--- config.mk ---
export PLATFORM = sky130hd
export DESIGN_NAME = rom_loader
export DESIGN_NICKNAME = d
export VERILOG_FILES = /design/src/rtl/rom_loader_pkg.sv /design/src/rtl/rom_loader_wr.sv /design/src/rtl/rom_loader.sv
export SDC_FILE = /design/constraint.sdc
export NUM_CORES = 1
export LEC_CHECK = 0
export ABC_AREA = 0
export ABC_CLOCK_PERIOD_IN_PS = 1780
export BUFFER_PORTS_ARGS = -buffer_cell sky130_fd_sc_hd__buf_4
export CORE_MARGIN = 2
export CORE_UTILIZATION = 50
export CTS_BUF_LIST = sky130_fd_sc_hd__clkbuf_16
export DETAILED_ROUTE_END_ITERATION = 10
export PLACE_DENSITY = 0.78
export SYNTH_ARGS = -nofsm -noshare
export SYNTH_HDL_FRONTEND = slang
export SYNTH_HIERARCHICAL = 1
export SYNTH_SLANG_ARGS = --single-unit
--- constraint.sdc ---
create_clock -name clock -period 1.78 [get_ports clock]
set_input_delay 0.089 -clock clock [delete_from_list [all_inputs] [get_ports clock]]
set_output_delay 0.089 -clock clock [all_outputs]
set_load 0.03 [all_outputs]
--- src/rtl/rom_loader_pkg.sv ---
// Shared FSM encoding and default fill byte for the ROM image loader.
package rom_loader_pkg;

   typedef enum logic [2:0] {
      ST_IDLE  = 3'd0,
      ST_RECV  = 3'd1,
      ST_WRITE = 3'd2,
      ST_PAD   = 3'd3,
      ST_DONE  = 3'd4
   } state_t;

   localparam logic [7:0] PAD_BYTE = 8'hFF;

endpackage

--- src/rtl/rom_loader_wr.sv ---
// Single-entry write port: holds address/data stable and keeps mem_req up
// until the memory acknowledges. Shared by the receive and pad paths.
module rom_loader_wr #(
   parameter int AW = 15
) (
   input  logic          clock,
   input  logic          reset,
   input  logic          load_i,
   input  logic [AW-1:0] addr_i,
   input  logic [7:0]    data_i,
   input  logic          mem_ack_i,
   output logic          mem_req_o,
   output logic [AW-1:0] mem_address_o,
   output logic [7:0]    mem_d_o,
   output logic          done_o
);

   logic          req_q, req_d;
   logic [AW-1:0] addr_q, addr_d;
   logic [7:0]    data_q, data_d;

   // load_i is only raised by the controller while no request is outstanding
   always_comb begin
      req_d  = req_q;
      addr_d = addr_q;
      data_d = data_q;
      if (load_i) begin
         req_d  = 1'b1;
         addr_d = addr_i;
         data_d = data_i;
      end else if (req_q && mem_ack_i) begin
         req_d = 1'b0;
      end
   end

   always_ff @(posedge clock) begin
      if (!reset) begin
         req_q  <= 1'b0;
         addr_q <= '0;
         data_q <= '0;
      end else begin
         req_q  <= req_d;
         addr_q <= addr_d;
         data_q <= data_d;
      end
   end

   assign mem_req_o     = req_q;
   assign mem_address_o = addr_q;
   assign mem_d_o       = data_q;
   assign done_o        = req_q & mem_ack_i;

endmodule

--- src/rtl/rom_loader.sv ---
// Streams download bytes into cartridge ROM RAM, then fills the rest with PAD.
// Define ROM_LOADER_CHECKSUM_EN to build the modulo-256 checksum of written bytes.
module rom_loader
   import rom_loader_pkg::*;
#(
   parameter int         KB  = 32,
   parameter logic [7:0] PAD = PAD_BYTE,
   localparam int        AW  = $clog2(KB * 1024)
) (
   input  logic          clock,
   input  logic          reset,
   input  logic          dl_start,
   input  logic          dl_valid,
   input  logic [7:0]    dl_data,
   output logic          dl_ready,
   input  logic          dl_end,
   output logic          mem_req,
   input  logic          mem_ack,
   output logic [AW-1:0] mem_address,
   output logic [7:0]    mem_d,
   output logic          busy,
   output logic          done,
   output logic [AW:0]   size,
   output logic          overflow,
   output logic [7:0]    checksum
);

   localparam int unsigned CAP_I = KB * 1024;
   localparam logic [AW:0] CAP   = CAP_I[AW:0];
   localparam logic [AW:0] ONE   = (AW + 1)'(1);

   state_t      state_q, state_d;
   logic [AW:0] addr_q, addr_d;
   logic [AW:0] size_q, size_d;
   logic        ovf_q, ovf_d;
   logic        end_pend_q, end_pend_d;
   logic        start_pend_q, start_pend_d;
   logic        load;
   logic [7:0]  load_data;
   logic        wr_done;
   logic        restart;
   logic        start_seen;
   logic [AW:0] addr_inc;
`ifdef ROM_LOADER_CHECKSUM_EN
   logic [7:0]  csum_q, csum_d;
`endif

   rom_loader_wr #(.AW(AW)) u_wr (
      .clock         (clock),
      .reset         (reset),
      .load_i        (load),
      .addr_i        (addr_q[AW-1:0]),
      .data_i        (load_data),
      .mem_ack_i     (mem_ack),
      .mem_req_o     (mem_req),
      .mem_address_o (mem_address),
      .mem_d_o       (mem_d),
      .done_o        (wr_done)
   );

   always_comb begin
      state_d      = state_q;
      addr_d       = addr_q;
      size_d       = size_q;
      ovf_d        = ovf_q;
      end_pend_d   = end_pend_q;
      start_pend_d = start_pend_q;
`ifdef ROM_LOADER_CHECKSUM_EN
      csum_d       = csum_q;
`endif
      load         = 1'b0;
      load_data    = dl_data;
      restart      = 1'b0;
      addr_inc     = addr_q + ONE;
      start_seen   = start_pend_q | dl_start;

      case (state_q)
         ST_IDLE, ST_DONE: restart = dl_start;
         ST_RECV: begin
            if (dl_start) begin
               restart = 1'b1;
            end else if (dl_valid && (addr_q < CAP)) begin
               load       = 1'b1;
               end_pend_d = dl_end;
               state_d    = ST_WRITE;
            end else begin
               if (dl_valid) ovf_d = 1'b1;
               if (dl_end) state_d = ST_PAD;
            end
         end
         ST_WRITE: begin
            start_pend_d = start_seen;
            end_pend_d   = end_pend_q | dl_end;
            if (wr_done) begin
               addr_d     = addr_inc;
               size_d     = size_q + ONE;
               end_pend_d = 1'b0;
`ifdef ROM_LOADER_CHECKSUM_EN
               csum_d     = csum_q + mem_d;
`endif
               if (start_seen)                restart = 1'b1;
               else if (end_pend_q || dl_end) state_d = (addr_inc == CAP) ? ST_DONE : ST_PAD;
               else                           state_d = ST_RECV;
            end
         end
         ST_PAD: begin
            // A pending restart waits for the outstanding pad write to be acked
            start_pend_d = start_seen;
            if (mem_req) begin
               if (wr_done) begin
                  addr_d = addr_inc;
                  if (start_seen)            restart = 1'b1;
                  else if (addr_inc == CAP)  state_d = ST_DONE;
               end
            end else if (start_seen) begin
               restart = 1'b1;
            end else if (addr_q == CAP) begin
               state_d = ST_DONE;
            end else begin
               load      = 1'b1;
               load_data = PAD;
            end
         end
         default: state_d = ST_IDLE;
      endcase

      if (restart) begin
         state_d      = ST_RECV;
         addr_d       = '0;
         size_d       = '0;
         ovf_d        = 1'b0;
         end_pend_d   = 1'b0;
         start_pend_d = 1'b0;
`ifdef ROM_LOADER_CHECKSUM_EN
         csum_d       = '0;
`endif
      end
   end

   always_ff @(posedge clock) begin
      if (!reset) begin
         state_q      <= ST_IDLE;
         addr_q       <= '0;
         size_q       <= '0;
         ovf_q        <= 1'b0;
         end_pend_q   <= 1'b0;
         start_pend_q <= 1'b0;
      end else begin
         state_q      <= state_d;
         addr_q       <= addr_d;
         size_q       <= size_d;
         ovf_q        <= ovf_d;
         end_pend_q   <= end_pend_d;
         start_pend_q <= start_pend_d;
      end
   end

`ifdef ROM_LOADER_CHECKSUM_EN
   always_ff @(posedge clock) begin
      if (!reset) csum_q <= '0;
      else        csum_q <= csum_d;
   end
   assign checksum = csum_q;
`else
   assign checksum = 8'h00;
`endif

   assign dl_ready = (state_q == ST_RECV);
   assign busy     = (state_q == ST_RECV) || (state_q == ST_WRITE) || (state_q == ST_PAD);
   assign done     = (state_q == ST_DONE);
   assign size     = size_q;
   assign overflow = ovf_q;

endmodule

==> flow_metrics.env, run 1 <==
export IMPL_htreeDepth=3
export IMPL_syn_avg_cell_area_um2=8.79
export IMPL_clk_pin_slew_ns=0.05
export IMPL_min_to="overflow"
export IMPL_final_util_pct=72.5
export IMPL_synthCells=371
export IMPL_drive_gt1_share_pct=36.1
export IMPL_yosysSeqAreaShare_pct=38.1
export IMPL_clockBufferDepth=2
export IMPL_powerDensity_nw_per_um2=732
export IMPL_finalSetupViolations=4
export IMPL_tritoncts="yes"
export IMPL_nFillCells=465
export IMPL_async_flop_share_pct=0
export IMPL_r2r_cells=7
export IMPL_crit_arrival_ns=2.23
export IMPL_rsz0062_at_grt="true"
export IMPL_vias_per_cell=5.47
export IMPL_cp_end_kind="flop"
export IMPL_violations="setup timing"
export IMPL_crit_chain="ha_4 > and4_4 > a211o_1 > a211oi_2 > nand4_1 > o21bai_1 > and4b_1"
export IMPL_global_route_usage_total_pct=22.8
export IMPL_die_h_um=84.8
export IMPL_dieWidth_um=84.8
export IMPL_yosysUniqueCellTypes=55
export IMPL_wl_um=8630
export IMPL_wl_per_cell_um=15.4
export IMPL_p_leak_uw=0.00183
export IMPL_row_count=29
export IMPL_clock_latency_ns=0.33
export IMPL_fin_skew_ns=0.00408
export IMPL_clockRootBuffer="clkbuf_16"
export IMPL_fin_ws_ns=-0.181
export IMPL_mostFrequentLayoutCells="buf_4 (110), dfxtp_1 (51), nor2_1 (48)"
export IMPL_crit_start="addr_q[1]"
export IMPL_ctsHoldBuffers=0
export IMPL_synth_edf_count=0
export IMPL_ff2ff_setup_slack_ns=-0.18
export IMPL_drc=0
export IMPL_status="complete, but fails checks"
export IMPL_cts_inserted_buffers=9
export IMPL_core_area_um2=6310
export IMPL_worst_setup_path_type="flop to flop"
export IMPL_hp_start="dl_valid"
export IMPL_final_cell_area_um2=4570
export IMPL_dp_hpwl_um=5610
export IMPL_drt_antenna_violating_nets=0
export IMPL_fin_crit_sh_pct=110
export IMPL_dieArea_um2=7190
export IMPL_nNetsFinal=494
export IMPL_first_pass_iters=5
export IMPL_antenna_found_initial=0
export IMPL_min_path_type="input port to flop"
export IMPL_initial_core_util_pct=51.7
export IMPL_grt_max_degree=28
export IMPL_slew_violations=0
export IMPL_hold_violations=0
export IMPL_rr_endpoint="state_q[2]"
export IMPL_maxClockFrequency_mhz=510
export IMPL_gp_congestion=0.948
export IMPL_start_kind="flop"
export IMPL_slowest_delay_ns=0.37
export IMPL_yosys_register_bits=62
export IMPL_ir_drop_v=0.000620
export IMPL_cp_slowest_cell="dfxtp_4"
export IMPL_placed_area_um2=4000
export IMPL_grt_overflow_total=0
export IMPL_grt_pass1_vias=2867
export IMPL_num_vias=3059
export IMPL_cp_max_fo=5
export IMPL_antenna_cells=0
export IMPL_cp_required_ns=2.05
export IMPL_dominantRegCellSynth="dfxtp_1"
export IMPL_final_common_cell="buf_4"
export IMPL_numClockSinks=62
export IMPL_drt_initial_drc_count=140
export IMPL_period_minus_slack_ns=1.96
export IMPL_syn_area_um2=3260
export IMPL_r2r_start="addr_q[1]"
export IMPL_grt_pass1_wl_um=13400
export IMPL_port_buffers=57
export IMPL_yosysWarnings=6
export IMPL_hold_depth=3
export IMPL_drv_cap=0
export IMPL_areaGrowthSynthToFinish_pct=40.2
export IMPL_io_pins=66
==> registers in the layout, indices dropped and copies added (netlist names) <==
signal,count
u_wr/mem_address_o,15
u_wr/mem_req_o,1
addr_q,16
state_q,3
u_wr/mem_d_o,8
overflow,1
end_pend_q,1
start_pend_q,1
size,16
==> area by class of cell <==
class                      instances  area (um2)  area share, %
clock inverter                     7        56.3           1.23
inverter                           7        26.3          0.574
multi-input combinational        281        1960           42.9
sequential                        62        1260           27.5
timing repair buffer             116         946           20.7
clock buffer                       9         225           4.92
tap                               77        96.3           2.11
==> stage by stage <==
| step | worst slack, ns | power, uW | cells | setup TNS, ns | hold WS, ns |
|---|---|---|---|---|---|
| floorplan | 0.00405 | 1610 | 378 | 0 | 0.217 |
| global placement | -0.0589 | 1670 | 533 | -0.183 | 0.376 |
| CTS | -0.141 | 3340 | 552 | -0.364 | 0.0493 |
| global route | -0.254 | 3440 | 559 | -2.04 | 0.0747 |
| finish | -0.181 | 3350 | 559 | -0.468 | 0.0553 |
| detailed placement | -0.184 | 1680 | 533 | -1.98 | 0.386 |
==> critical path, delay by kind of cell, from the launching register on <==
kind                       cells  cell delay (ns)
DFF                            1             0.37
AOI/OAI and AO/OA              3             0.76
and+or+nand+nor                3             0.62
adders and majority gates      1             0.16
==> cell families after synthesis <==
kind of cell	after synthesis	share of synthesized area, %
fa+ha+maj	3	1.15
mux	26	8.02
simple gates	174	28.3
flops	62	38.1
xor+xnor	32	8.59
buf+inv	35	7.29
compound gates	38	8.52
other cells	1	0.115
==> repair_timing <==
action / in CTS / in global routing
endpoints found under the setup margin: 50 / 61
cloned: 1 / 2
buffers inserted: 2 / 5
gates resized for setup: 11 / 30
pin swaps: 10 / 13
==> how the worst max path moves through the flow <==
stage          slack (ns)                    end
3_5_place_dp        -0.18             state_q[2]
6_report            -0.18             state_q[2]
4_1_cts             -0.14             state_q[2]
5_1_grt             -0.25             state_q[2]
2_1_floorplan       0.004  u_wr/mem_address_o[0]
3_3_place_gp        -0.06             state_q[1]
==> where the power goes <==
| group | leakage, uW | switching [uW] | internal (uW) |
|---|---|---|---|
| clock network | 0.000145 | 605 | 1060 |
| logic | 0.00118 | 149 | 127 |
| registers | 0.000506 | 11.2 | 1400 |
| total | 0.00183 | 765 | 2580 |
==> cell usage after synthesis (6+ instances only) <==
library cell	number	share of area, %
nor2_1	49	5.6
nand3_1	11	1.7
and3_1	6	1.2
nand2_1	26	3.0
nor3_1	8	1.2
nand2b_1	13	2.5
a21oi_1	6	0.92
o21ai_0	8	1.2
nand4_1	15	2.9
inv_1	7	0.81
xnor2_1	12	3.2
buf_4	11	2.5
buf_2	8	1.2
mux2i_1	25	7.7
nor2b_1	26	5.0
dfxtp_1	62	38
xor2_1	20	5.4
==> per-layer routing <==
layer	global-route usage, %	share of wire, %
met2	36.9	49
met1	29.6	44
met3	6.29	4.9
met5	0	0
met4	7.22	1.7
Note: power is estimated with default switching activity, not from simulation.
==> run 2, diff against run 1 <==
--- a/config.mk
+++ b/config.mk
@@ -12,6 +12,7 @@
 export CORE_UTILIZATION = 50
 export CTS_BUF_LIST = sky130_fd_sc_hd__clkbuf_16
 export DETAILED_ROUTE_END_ITERATION = 10
+export MAX_ROUTING_LAYER = met4
 export PLACE_DENSITY = 0.78
 export SYNTH_ARGS = -nofsm -noshare
 export SYNTH_HDL_FRONTEND = slang
==> run 2 against run 1 <==
The flow still finishes with violations (setup timing). Combinational power grew 2%. Setup slack better by 0.076 ns. Register-to-register slack improved by 0.08 ns. Via count is essentially flat. Sequential power about the same. Design area is 0.98% higher. Maximum frequency rose by 4.0%. Final cell count is 1.3% higher. Utilization is 0.71 points higher. Routed wire length is 4.9% higher. Clock skew up 0.0028 ns. First-iteration DRC count is 29% higher. Critical path type unchanged. Critical endpoint unchanged.
==> flow_metrics.env, run 2 (same netlist as run 1, synthesis figures left out) <==
export IMPL_clk_pin_slew_ns=0.05
export IMPL_cts_inserted_buffers=9
export IMPL_grt_overflow_total=0
export IMPL_dp_hpwl_um=5920
export IMPL_violations="setup timing"
export IMPL_num_vias=3062
export IMPL_clock_latency_ns=0.33
export IMPL_ctsHoldBuffers=0
export IMPL_grt_pass1_vias=2952
export IMPL_final_cells=566
export IMPL_worst_setup_path_type="flop to flop"
export IMPL_cp_max_fo=5
export IMPL_numClockSinks=62
export IMPL_wl_per_cell_um=16.0
export IMPL_powerDensity_nw_per_um2=697
export IMPL_crit_family="compound AO/OA/AOI/OAI gates"
export IMPL_global_route_usage_total_pct=25.0
export IMPL_drive_gt1_share_pct=37.8
export IMPL_io_pins=66
export IMPL_top_layer="met4"
export IMPL_clockRootBuffer="clkbuf_16"
export IMPL_cp_slowest_cell="dfxtp_4"
export IMPL_clockBufferDepth=2
export IMPL_slew_violations=0
export IMPL_wl_um=9050
export IMPL_core_area_um2=6310
export IMPL_die_h_um=84.8
export IMPL_p_leak_uw=0.00187
export IMPL_grt_max_degree=28
export IMPL_antenna_cells=0
export IMPL_vias_per_cell=5.41
export IMPL_ir_drop_v=0.000526
export IMPL_drc=0
export IMPL_start_kind="flop"
export IMPL_cp_required_ns=2.05
export IMPL_status="complete, but fails checks"
export IMPL_clkPwrFrac_pct=47.5
export IMPL_final_common_cell="buf_4"
export IMPL_switching_share_pct=24.0
export IMPL_maxClockFrequency_mhz=531
export IMPL_met3_length_um=439
export IMPL_grt_pass1_wl_um=13900
export IMPL_fin_ws_ns=-0.105
export IMPL_pre_cts_slack_ns=-0.133
export IMPL_row_count=29
export IMPL_hold_depth=3
export IMPL_nNetsFinal=502
export IMPL_drt_initial_drc_count=181
export IMPL_period_minus_slack_ns=1.88
export IMPL_initial_core_util_pct=51.7
export IMPL_cp_end_kind="flop"
export IMPL_drt_antenna_violating_nets=0
export IMPL_p_int_uw=2440
export IMPL_hold_ws_ns=0.0471
export IMPL_fin_skew_ns=0.00691
export IMPL_path_buf_inv=0
export IMPL_crit_chain="ha_4 > and4_4 > a211o_1 > a211oi_2 > nand4_1 > o21bai_1 > and4b_1"
export IMPL_pwr_share_comb_pct=8.7
export IMPL_hold_violations=0
export IMPL_gp_congestion=0.941
export IMPL_fin_crit_sh_pct=106
export IMPL_p_sw_uw=774
export IMPL_setup_tns_final_ns=-1.09
export IMPL_min_path_type="input port to flop"
export IMPL_rsz0062_at_grt="true"
export IMPL_slowest_delay_ns=0.36
export IMPL_drv_cap=0
export IMPL_tritoncts="yes"
export IMPL_path_depth=7
export IMPL_place_inst=545
export IMPL_antenna_found_initial=0
export IMPL_htreeDepth=3
export IMPL_dieWidth_um=84.8
export IMPL_pwr_share_seq_pct=43.7
export IMPL_port_buffers=57
export IMPL_wirelength_met1_um=3830
export IMPL_first_pass_iters=5
export IMPL_areaGrowthSynthToFinish_pct=41.6
export IMPL_finalSetupViolations=27
export IMPL_wl_met2_um=4600
export IMPL_crit_arrival_ns=2.16
export IMPL_r2r_cells=7
export IMPL_dieArea_um2=7190
export IMPL_mostFrequentLayoutCells="buf_4 (116), dfxtp_1 (52), nor2_1 (47)"
run 2: layer usage:
metal,track usage (%),vias to the layer above
met5,-,-
met4,8.80,0
met3,5.51,20
met2,40.9,99
met1,30.3,1458
li1,-,1485
run 2: final timing paths:
| path | startpoint | to | slack (ns) |
|---|---|---|---|
| worst min-delay path | dl_valid | overflow | 0.05 |
| worst max-delay path | addr_q[0] | state_q[2] | -0.10 |
| worst max register to register | addr_q[0] | state_q[2] | -0.10 |
| worst min register to register | overflow | overflow | 0.48 |
run 2: repair_timing:
action                     CTS  global route
setup endpoints to repair   18            62
gates cloned                 1             2
buffers inserted             3             0
resized for setup           22            22
pin swaps                   13            12
run 2: through the flow:
stage	instance area (um2)	total power (uW)	util, %
2_1_floorplan	3310	1610	-
3_3_place_gp	4090	1690	64.8
3_5_place_dp	4090	1690	64.8
4_1_cts	4490	3210	71.2
5_1_grt	4620	3310	73.2
6_report	4620	3220	73.2
run 2: worst reg2reg max path, cell delays in order, from the launching register on:
cell and delay (ns):
dfxtp_4 0.36, ha_4 0.16, and4_4 0.17, a211o_1 0.26, a211oi_2 0.27, nand4_1 0.20
o21bai_1 0.22, and4b_1 0.20
run 2: layout make-up:
class,instances,area [um2]
flip-flops and latches,62,1260
multi-input cells,281,1970
repair buffers,124,1010
inverters,7,26.3
clock buffers,9,225
fillers,454,1690
clock inverters,6,31.3
well taps,77,96.3
run 2: power by group through the flow:
stage / clock [uW] / sequential, uW / combinational, uW
5_1_grt: 1610 / 1410 / 300
2_1_floorplan: 0 / 1450 / 167
4_1_cts: 1540 / 1410 / 263
6_report: 1530 / 1410 / 281
3_3_place_gp: 0 / 1440 / 247
3_5_place_dp: 0 / 1440 / 251
==> run 3, diff against run 2 <==
--- a/config.mk
+++ b/config.mk
@@ -14,6 +14,7 @@
 export DETAILED_ROUTE_END_ITERATION = 10
 export MAX_ROUTING_LAYER = met4
 export PLACE_DENSITY = 0.78
+export SETUP_SLACK_MARGIN = 0.15
 export SYNTH_ARGS = -nofsm -noshare
 export SYNTH_HDL_FRONTEND = slang
 export SYNTH_HIERARCHICAL = 1
==> run 3 against run 2 <==
The run still ends with setup timing left. Non-clock buffer count grew 3. Sequential share of layout area shrank 0.83 points. Die area is the same. Sequential cell count is the same. Clock skew grew 0.0012 ns. Register-to-register slack lost 0.09 ns. Via count is essentially flat. First-iteration DRC count grew 7.2%. Utilization grew 3.5 points. Final cell count grew 0.53%. Maximum frequency shrank 4.7%.
==> flow_metrics.env, run 3 (same netlist as run 1, synthesis figures left out) <==
export IMPL_worst_setup_path_type="flop to flop"
export IMPL_drt_antenna_violating_nets=0
export IMPL_wl_um=9090
export IMPL_hold_violations=0
export IMPL_crit_start="addr_q[1]"
export IMPL_drv_cap=0
export IMPL_clk_pin_slew_ns=0.06
export IMPL_status="complete, but fails checks"
export IMPL_nFillCells=416
export IMPL_min_path_type="input port to flop"
export IMPL_finalSetupViolations=17
export IMPL_row_count=29
export IMPL_slew_violations=0
export IMPL_r2r_start="addr_q[1]"
export IMPL_cp_end_kind="flop"
export IMPL_final_seq_area_um2=1280
export IMPL_cts_inserted_buffers=9
export IMPL_core_area_um2=6310
export IMPL_num_vias=3064
export IMPL_die_h_um=84.8
export IMPL_r2r_cells=7
export IMPL_grt_max_degree=28
export IMPL_dieArea_um2=7190
export IMPL_power_uw=3400
export IMPL_crit_arrival_ns=2.25
export IMPL_start_kind="flop"
export IMPL_dp_hpwl_um=5680
export IMPL_rr_endpoint="state_q[2]"
export IMPL_hold_ws_ns=0.0578
export IMPL_htreeDepth=3
export IMPL_multi_input_area_um2=2050
export IMPL_fin_skew_ns=0.00813
export IMPL_grt_pass1_wl_um=14500
export IMPL_drt_initial_drc_count=194
export IMPL_fin_ws_ns=-0.197
export IMPL_p_leak_uw=0.00198
export IMPL_areaGrowthSynthToFinish_pct=48.4
export IMPL_antenna_found_initial=0
export IMPL_nNetsFinal=505
export IMPL_port_buffers=57
export IMPL_final_util_pct=76.7
export IMPL_ff2ff_setup_slack_ns=-0.20
export IMPL_tritoncts="yes"
export IMPL_rsz0062_at_grt="true"
export IMPL_mostFrequentLayoutCells="buf_4 (114), nor2_1 (47), dfxtp_1 (46)"
export IMPL_clock_latency_ns=0.33
export IMPL_cp_max_fo=6
export IMPL_powerDensity_nw_per_um2=702
export IMPL_drive_gt1_share_pct=41.1
export IMPL_io_pins=66
export IMPL_clockBufferDepth=2
export IMPL_grt_overflow_total=0
export IMPL_dieWidth_um=84.8
export IMPL_wl_per_cell_um=16.0
export IMPL_pre_cts_slack_ns=-0.130
export IMPL_cp_required_ns=2.05
export IMPL_clockRootBuffer="clkbuf_16"
export IMPL_gp_congestion=0.922
export IMPL_grt_pass1_vias=3001
export IMPL_violations="setup timing"
export IMPL_final_common_cell="buf_4"
export IMPL_first_pass_iters=4
export IMPL_ir_drop_v=0.000540
export IMPL_crit_end="state_q[2]"
export IMPL_fin_crit_sh_pct=111
export IMPL_drc=0
export IMPL_maxClockFrequency_mhz=506
export IMPL_antenna_cells=0
export IMPL_initial_core_util_pct=51.7
export IMPL_period_minus_slack_ns=1.98
export IMPL_vias_per_cell=5.38
export IMPL_numClockSinks=62
export IMPL_global_route_usage_total_pct=26.4
==> run 3: cell type report <==
cell class | count | share of cell area, %
sequential | 62 | 26.4
clock buffer | 9 | 4.65
tap | 77 | 1.99
inverter | 7 | 0.543
timing repair buffer | 127 | 22.9
clock inverter | 6 | 1.11
multi-input combinational | 281 | 42.4
==> run 3: critical path: stages, from the launching register on <==
cell      delay (ns)
dfxtp_4         0.37
ha_4            0.17
and4_4          0.20
a211o_1         0.26
a211oi_2        0.28
nand4_1         0.21
o21bai_1        0.23
and4b_1         0.20
==> run 3: report_power, final <==
part | switching [uW] | total, uW | internal, uW
clock | 610 | 1670 | 1060
combinational | 161 | 327 | 166
sequential | 10.5 | 1400 | 1390
==> run 3: worst min path at each step <==
stage / from / to / slack, ns / depth (start not counted)
global route: dl_start / start_pend_q / 0.1 / 3
finish: dl_valid / overflow / 0.06 / 3
global placement: dl_start / start_pend_q / 0.37 / 3
detailed placement: dl_valid / overflow / 0.38 / 3
floorplan: reset / u_wr/mem_address_o[11] / 0.22 / 1
CTS: dl_start / start_pend_q / 0.04 / 3
==> run 3: metal layers <==
metal  global-route usage (%)  vias up  wire length (um)
li1                         -     1488                 -
met1                     32.0     1483              3840
met2                     43.5       77              4640
met3                     3.24       16               392
met4                     12.4        0               212
met5                        -        -                 0
==> run 3: timing repair <==
action / CTS / global route
gates resized for setup: 37 / 26
gates cloned: 3 / 0
hold buffers: 0 / 0
buffers inserted: 8 / 7
setup endpoints to repair: 61 / 62
pin swaps: 6 / 10
==> run 3: through the flow <==
step | instance area, um2 | TNS (ns) | cells
floorplan | 3370 | 0 | 378
global placement | 4080 | -0.151 | 536
detailed placement | 4080 | -0.685 | 536
CTS | 4660 | -0.365 | 562
global route | 4840 | -3.01 | 569
finish | 4840 | -0.674 | 569
